==> config.mk <==
export PLATFORM = sky130hd
export DESIGN_NAME = fifo_rd_ctrl
export DESIGN_NICKNAME = d
export VERILOG_FILES = /design/src/rtl/fifo_rd_ctrl_pkg.sv /design/src/rtl/fifo_sync_ptr.sv /design/src/rtl/fifo_rd_ctrl.sv
export SDC_FILE = /design/constraint.sdc
export NUM_CORES = 1
export LEC_CHECK = 0
export CAP_MARGIN = 20
export CORE_MARGIN = 2
export CORE_UTILIZATION = 55
export CTS_BUF_LIST = sky130_fd_sc_hd__clkbuf_4
export DETAILED_ROUTE_END_ITERATION = 6
export GPL_TIMING_DRIVEN = 0
export PLACE_DENSITY = 0.86
export SETUP_SLACK_MARGIN = 0.5
export SYNTH_ARGS = -nofsm -noshare
export SYNTH_HDL_FRONTEND = slang
export SYNTH_SLANG_ARGS = --single-unit
export TNS_END_PERCENT = 100
==> constraint.sdc <==
create_clock -name rd_clk -period 7.52 [get_ports rd_clk]
set_input_delay 1.504 -clock rd_clk [delete_from_list [all_inputs] [get_ports rd_clk]]
set_output_delay 1.504 -clock rd_clk [all_outputs]
set_load 0.01 [all_outputs]
==> src/rtl/fifo_rd_ctrl_pkg.sv <==
// Shared definitions for the async FIFO pointer blocks: default address width,
// gray/binary conversion helpers and the read-side flag bundle.
package fifo_rd_ctrl_pkg;

    localparam int FIFO_ADDR_WIDTH = 4;

    typedef struct packed {
        logic empty;
        logic aempty;
        logic valid;
        logic err;
    } rd_flags_t;

    localparam rd_flags_t RD_FLAGS_RST = '{empty: 1'b1, aempty: 1'b1, valid: 1'b0, err: 1'b0};

    function automatic logic [31:0] bin2gray(input logic [31:0] bin);
        return bin ^ (bin >> 1);
    endfunction

    // Prefix XOR from the MSB; zero-extended upper bits leave narrow values intact.
    function automatic logic [31:0] gray2bin(input logic [31:0] gry);
        logic [31:0] bin;
        bin[31] = gry[31];
        for (int i = 30; i >= 0; i--) begin
            bin[i] = bin[i+1] ^ gry[i];
        end
        return bin;
    endfunction

endpackage

==> src/rtl/fifo_sync_ptr.sv <==
// Multi-flop synchroniser for a gray-coded FIFO pointer crossing into clk.
// Also used on the write side for the read pointer.
module fifo_sync_ptr #(
    parameter int WIDTH  = 5,
    parameter int STAGES = 2
) (
    input  logic             clk,
    input  logic             rst_n,
    input  logic [WIDTH-1:0] d,
    output logic [WIDTH-1:0] q
);

    logic [STAGES-1:0][WIDTH-1:0] stage_reg;

    always_ff @(posedge clk or negedge rst_n) begin
        if (!rst_n) begin
            stage_reg <= '0;
        end else begin
            stage_reg <= {stage_reg[STAGES-2:0], d};
        end
    end

    assign q = stage_reg[STAGES-1];

endmodule

==> src/rtl/fifo_rd_ctrl.sv <==
// Read-domain controller of the async FIFO: read pointer, synchronised write
// pointer, and pessimistic empty / almost-empty / level status.
module fifo_rd_ctrl
    import fifo_rd_ctrl_pkg::*;
#(
    parameter int ADDR_WIDTH    = FIFO_ADDR_WIDTH,
    parameter int SYNC_STAGES   = 2,
    parameter int AEMPTY_THRESH = 2
) (
    input  logic                  rd_clk,
    input  logic                  rd_rst,
    input  logic                  rd_en,
    input  logic [ADDR_WIDTH:0]   wr_ptr,
    output logic [ADDR_WIDTH-1:0] rd_addr,
    output logic [ADDR_WIDTH:0]   rd_ptr,
    output logic                  rd_empty,
    output logic                  rd_aempty,
    output logic [ADDR_WIDTH:0]   rd_level,
    output logic                  rd_valid,
    output logic                  rd_err
);

    localparam int PTR_W = ADDR_WIDTH + 1;
    localparam logic [PTR_W-1:0] AEMPTY_LVL = PTR_W'(AEMPTY_THRESH);

    logic [PTR_W-1:0] rd_bin_reg, rd_bin_next;
    logic [PTR_W-1:0] rd_gry_reg, rd_gry_next;
    logic [PTR_W-1:0] level_reg, level_next;
    logic [PTR_W-1:0] w2r_ptr, w2r_bin;
    rd_flags_t        flags_reg, flags_next;
    logic             rd_acc;

    fifo_sync_ptr #(
        .WIDTH  (PTR_W),
        .STAGES (SYNC_STAGES)
    ) u_w2r_sync (
        .clk   (rd_clk),
        .rst_n (rd_rst),
        .d     (wr_ptr),
        .q     (w2r_ptr)
    );

    // Acceptance uses the registered empty, so a read never overtakes the flag.
    assign rd_acc = rd_en && !flags_reg.empty;

    always_comb begin
        rd_bin_next       = rd_bin_reg + {{(PTR_W-1){1'b0}}, rd_acc};
        rd_gry_next       = PTR_W'(bin2gray(32'(rd_bin_next)));
        w2r_bin           = PTR_W'(gray2bin(32'(w2r_ptr)));
        level_next        = w2r_bin - rd_bin_next;
        flags_next        = RD_FLAGS_RST;
        flags_next.empty  = (rd_gry_next == w2r_ptr);
        flags_next.aempty = (level_next <= AEMPTY_LVL);
        flags_next.valid  = rd_acc;
        flags_next.err    = rd_en && flags_reg.empty;
    end

    always_ff @(posedge rd_clk or negedge rd_rst) begin
        if (!rd_rst) begin
            rd_bin_reg <= '0;
            rd_gry_reg <= '0;
            level_reg  <= '0;
            flags_reg  <= RD_FLAGS_RST;
        end else begin
            rd_bin_reg <= rd_bin_next;
            rd_gry_reg <= rd_gry_next;
            level_reg  <= level_next;
            flags_reg  <= flags_next;
        end
    end

    assign rd_addr   = rd_bin_reg[ADDR_WIDTH-1:0];
    assign rd_ptr    = rd_gry_reg;
    assign rd_level  = level_reg;
    assign rd_empty  = flags_reg.empty;
    assign rd_aempty = flags_reg.aempty;
    assign rd_valid  = flags_reg.valid;
    assign rd_err    = flags_reg.err;

endmodule

==> results.cfg, run 1 <==
[run_status]
status = finished clean

[cells_and_area]
layout.cells.non_filler = 138
n_fill_cell = 135
postLayoutCoreUtil_pct = 75.1
final_cell_area_um2 = 1500
area_delta_synth_final_pct = 27.2
layout_common_cells = dfrtp_1 (26), clkdlybuf4s50_1 (25), xnor2_1 (15)
antennaDiodeCount = 0
layout_commonest_cell = dfrtp_1
nets = 128
drive_gt1_share_pct = 9.01

[logic_synthesis]
synth_cell_types = 22
synth_cells = 82
yosysSeqAreaShare_pct = 59.5
syn-num-nets = 97
syn-cell-area_um2 = 1180
synth_seq_cells = 28
yosys_warnings = 0
avgSynthCellArea_um2 = 14.4

[setup_path]
r2r_slack_ns = 4.71
crit_end = rd_aempty
required_ns = 7.74
path_cells = clkdlybuf4s50_1, nor2b_1, ha_1, nand3_1, xor2_1, ha_1, a21o_1, a31oi_1, xnor2_1, a2111oi_2
r2r_cells = 9
start_kind = input port
path_class = input port to flip-flop
cp-end-kind = flip-flop
cp_max_fo = 5
r2r_start = u_w2r_sync.q[4]
max_stage_delay_ns = 0.46
arrival_ns = 4.13
path_common_cell = ha_1
worstReg2RegEnd = rd_aempty
cp-startpoint = rd_en
cp_slowest_cell = clkdlybuf4s50_1

[routing]
avgViaCountPerCell = 4.88
num_vias = 674
drc = 0
drt_iter0_markers = 2
ant_nets = 0
post_drt_wl_per_cell_um = 12.2
wl_um = 1690
drt_pre_antenna_iters = 4

[clock_tree]
clkSinkCount = 28
clock_latency_ns = 0.31
cts_root_buf = clkbuf_4
cts_buffers = 3
htree_levels = 1
cts_tree = built
clock_path_buffers = 2
post_cts_buffers = 0
ctsHoldBuffers = 0
clkSlewWorstSetupHoldPaths_ns = 0.13
cts_resized = 0

[grt]
grt_pass1_vias = 676
grt_use_total_pct = 16.2
grt_max_degree = 17
grt.overflow.total = 0
grt_pass1_wl_um = 3020
antenna_found_initial = 0

[timing]
grt_setup_unrepaired = false
layout_setup_ws_ns = 3.61
fin_hold_ws_ns = 0.363
relSlewSlack_pct = 58.6
worstMarginPinSlew_ns = 0.619
finalClockSkew_ns = 0.00252
report.final.slew_viol_count = 0
period_share_pct = 52.0
setup_viol = 0
hold_violations = 0
fin_tns_setup_ns = 0
layout_min_cycle_time_ns = 3.91
max_freq_ghz = 0.256

[floorplan]
core_um2 = 2000
chipHeight_um = 50.3
die_area_um2 = 2530
chipWidth_um = 50.3
start_util_pct = 59.0
rows = 16
pin_count = 26

[placement]
dp.cells = 135
dpl.hpwl_um = 1380
place_ws_ns = 3.23
portBuffers = 25
place_area_um2 = 1480
gp_congestion = 0.734

[pwr]
powerDensity_nw_per_um2 = 459
leakage_nw = 0.672
finalPower_mw = 0.690
ir_drop_mv = 0.313

[min_path]
holdPathStages = 0
min_path_type = flip-flop to flip-flop

[job]
drv_cap = 0
==> cell type report <==
type	count	area (µm²)	share of cell area, %
Sequential cell	28	703	46.8
Multi-Input combinational cell	46	440	29.3
Timing Repair Buffer	26	265	17.7
Tap cell	27	33.8	2.25
Clock buffer	3	22.5	1.50
Inverter	6	22.5	1.50
Buffer	2	15.0	0.999
==> worst min-delay path by stage <==
stage | startpoint | end | slack, ns
finish | u_w2r_sync.stage_reg[4] | u_w2r_sync.q[4] | 0.36
detailed placement | u_w2r_sync.stage_reg[4] | u_w2r_sync.q[4] | 0.34
CTS | u_w2r_sync.stage_reg[4] | u_w2r_sync.q[4] | 0.37
global placement | u_w2r_sync.stage_reg[3] | u_w2r_sync.q[3] | 0.33
floorplan | u_w2r_sync.stage_reg[0] | u_w2r_sync.q[0] | 0.33
global route | u_w2r_sync.stage_reg[0] | u_w2r_sync.q[0] | 0.38
==> kinds of logic (layout without fill, tap and decap cells) <==
group           Yosys count  after routing  share of synthesized area, %
xor+xnor                 23             23                          19.7
fa+ha+maj                 7              7                          8.05
buf+inv                   8             37                          3.18
flops                    28             28                          59.5
simple gates              9              9                          4.87
compound gates            7              7                          4.66
==> where the power goes <==
| part | internal, mW | total [mW] | switching, mW |
|---|---|---|---|
| Sequential | 0.205 | 0.226 | 0.0212 |
| Clock | 0.0187 | 0.0563 | 0.0376 |
| Combinational | 0.213 | 0.407 | 0.194 |
| Total | 0.437 | 0.690 | 0.253 |
==> cells in the mapped netlist <==
cell type	n	share of area, %
nand3_1	2	0.85
inv_1	6	1.9
xor2_1	6	4.4
dfstp_2	2	4.4
a21o_1	2	1.3
ha_1	6	6.4
xnor2_1	15	11
and3b_1	1	0.74
a31oi_1	1	0.53
xor3_2	1	2.1
a311oi_1	1	0.74
dfrtp_1	26	55
buf_4	2	1.3
and2_1	1	0.53
a2111oi_2	1	1.3
xor3_1	1	2.0
a21oi_1	2	0.85
nand2_1	1	0.32
and4b_1	1	0.85
nor2b_1	2	1.1
fa_1	1	1.7
nand4_1	1	0.53
==> routing by layer <==
metal  wire, µm  GRT usage (%)  vias to the layer above  share of wire, %
met5          0              0                        -                 0
met4         24           8.11                        0               1.4
met3         62           3.57                        4               3.7
met2        867           26.8                       19                51
met1        735           20.1                      325                43
li1           -              -                      326                 -
==> critical path: cells and delay by family <==
kind / cells / cell delay [ns]
AOI/OAI and AO/OA: 3 / 0.71
xor gates and xnor gates: 2 / 0.42
adders and majority gates: 2 / 0.66
buffers and inverters: 1 / 0.46
and+or+nand+nor: 2 / 0.37
Power figures use the tool's default switching activity.
==> run 2, diff against run 1 <==
CORE_UTILIZATION = 51   (was 55)
PLACE_DENSITY = 0.8   (was 0.86)
clock period = 3.9 ns   (was 7.52 ns; I/O delays follow)
==> run 2 against run 1 <==
Compared with the run above:
- setup slack worse by 2.9 ns
- sequential share of layout area is essentially flat
- design area barely moved
- register-to-register slack lost 3.7 ns
- flip-flop and latch count did not move
- core utilization down 6.4 points
- combinational power grew 93%
- routed wire length is 5.2% higher
- final cell count grew 0.72%
- clock skew decreased by 0.0010 ns
- power is 93% higher
- largest cell class unchanged
==> results.cfg, run 2 (synthesized netlist as in run 1, its figures left out) <==
[floorplan]
rows = 17
pin_count = 26
start_util_pct = 53.9
die_area_um2 = 2720
chipHeight_um = 52.1
core_um2 = 2190
chipWidth_um = 52.1

[grt]
grt_use_total_pct = 15.4
antenna_found_initial = 0
grt_pass1_vias = 687
grt.overflow.total = 0
grt_pass1_wl_um = 3070
grt_max_degree = 16

[clock_tree]
clkSinkCount = 28
clock_latency_ns = 0.30
post_cts_buffers = 0
cts_tree = built
clkSlewWorstSetupHoldPaths_ns = 0.13
cts_buffers = 3
cts_resized = 0
ctsHoldBuffers = 0
clock_path_buffers = 2
htree_levels = 1
cts_root_buf = clkbuf_4

[placement]
gp_congestion = 0.712
place_ws_ns = 0.362
place_area_um2 = 1480
portBuffers = 25
dpl.hpwl_um = 1430

[cells_and_area]
area_delta_synth_final_pct = 27.3
nets = 128
layout_commonest_cell = dfrtp_1
multi_input_comb_area_um2 = 440
antennaDiodeCount = 0
regArea_um2 = 703
layout_common_cells = dfrtp_1 (26), clkdlybuf4s50_1 (25), xnor2_1 (15)
n_fill_cell = 163
final_cell_area_um2 = 1500
drive_gt1_share_pct = 9.01

[job]
drv_cap = 0

[timing]
period_share_pct = 81.4
hold_violations = 0
fin_hold_ws_ns = 0.364
grt_setup_unrepaired = false
relSlewSlack_pct = 56.2
worstMarginPinSlew_ns = 0.655
layout_min_cycle_time_ns = 3.18
finalClockSkew_ns = 0.00149
setup_viol = 0
fin_tns_setup_ns = 0
report.final.slew_viol_count = 0
layout_setup_ws_ns = 0.724
max_freq_ghz = 0.315

[setup_path]
required_ns = 4.11
cp_max_fo = 5
path_class = input port to flip-flop
r2r_cells = 9
r2r_slack_ns = 1.04
arrival_ns = 3.39
cp-end-kind = flip-flop
start_kind = input port

[pwr]
internal_power_mw = 0.841
leakage_nw = 0.672
powerDensity_nw_per_um2 = 887
ir_drop_mv = 0.443
p_sw_share_pct = 36.9
clock_power_share_pct = 8.2
seqPwrFrac_pct = 32.8
p_comb_share_pct = 59.0
switchingPower_mw = 0.493

[run_status]
status = finished clean

[routing]
drt_pre_antenna_iters = 4
num_vias = 688
drt_iter0_markers = 2
ant_nets = 0
wl_um = 1780
avgViaCountPerCell = 4.95
post_drt_wl_per_cell_um = 12.8
drc = 0

[min_path]
min_path_type = flip-flop to flip-flop
holdPathStages = 0
run 2: cell counts in the layout (fill, tap and decap cells not counted):
No cell type changed its count.
run 2: cell type report:
class,instances,area share [%]
buffer,2,0.998
clock buffer,3,1.50
inverter,6,1.50
multi-input combinational,46,29.3
sequential,28,46.8
tap,28,2.33
timing repair buffer,26,17.6
run 2: metal layers:
metal | track usage [%] | vias to the layer above | wire length, µm
met5 | 0 | - | 0
li1 | - | 327 | -
met1 | 20.6 | 344 | 775
met2 | 26.6 | 17 | 924
met4 | 2.63 | 0 | 0
met3 | 2.59 | 0 | 78
run 2: path summary, 6_finish.rpt:
check / startpoint / endpoint
worst max-delay path: rd_en / rd_aempty
min in group asynchronous: rd_rst / rd_bin_reg[1]
worst max register to register: u_w2r_sync.q[4] / rd_aempty
worst min-delay path: u_w2r_sync.stage_reg[2] / u_w2r_sync.q[2]
worst min register to register: u_w2r_sync.stage_reg[2] / u_w2r_sync.q[2]
max in group asynchronous: rd_rst / rd_aempty
run 2: power by group through the flow:
| stage | registers (mW) | clock network [mW] | logic [mW] |
|---|---|---|---|
| after CTS | 0.439 | 0.117 | 0.797 |
| after global placement | 0.441 | 0 | 0.770 |
| final | 0.438 | 0.109 | 0.787 |
| after global routing | 0.447 | 0.127 | 0.867 |
| after floorplan | 0.488 | 0 | 0.472 |
| after detailed placement | 0.446 | 0 | 0.795 |
run 2: critical path, stage by stage:
cell	delay (ns)
clkdlybuf4s50_1	0.46
nor2b_1	0.24
ha_1	0.31
nand3_1	0.12
xor2_1	0.31
ha_1	0.33
a21o_1	0.19
a31oi_1	0.17
xnor2_1	0.13
a2111oi_2	0.35
run 2: per-stage QoR:
| stage | cells | power (mW) | util (%) |
|---|---|---|---|
| 2_1_floorplan | 82 | 0.960 | - |
| 3_3_place_gp | 135 | 1.21 | 66.9 |
| 3_5_place_dp | 136 | 1.24 | 67.6 |
| 4_1_cts | 139 | 1.35 | 68.6 |
| 5_1_grt | 139 | 1.44 | 68.6 |
| 6_report | 139 | 1.33 | 68.6 |
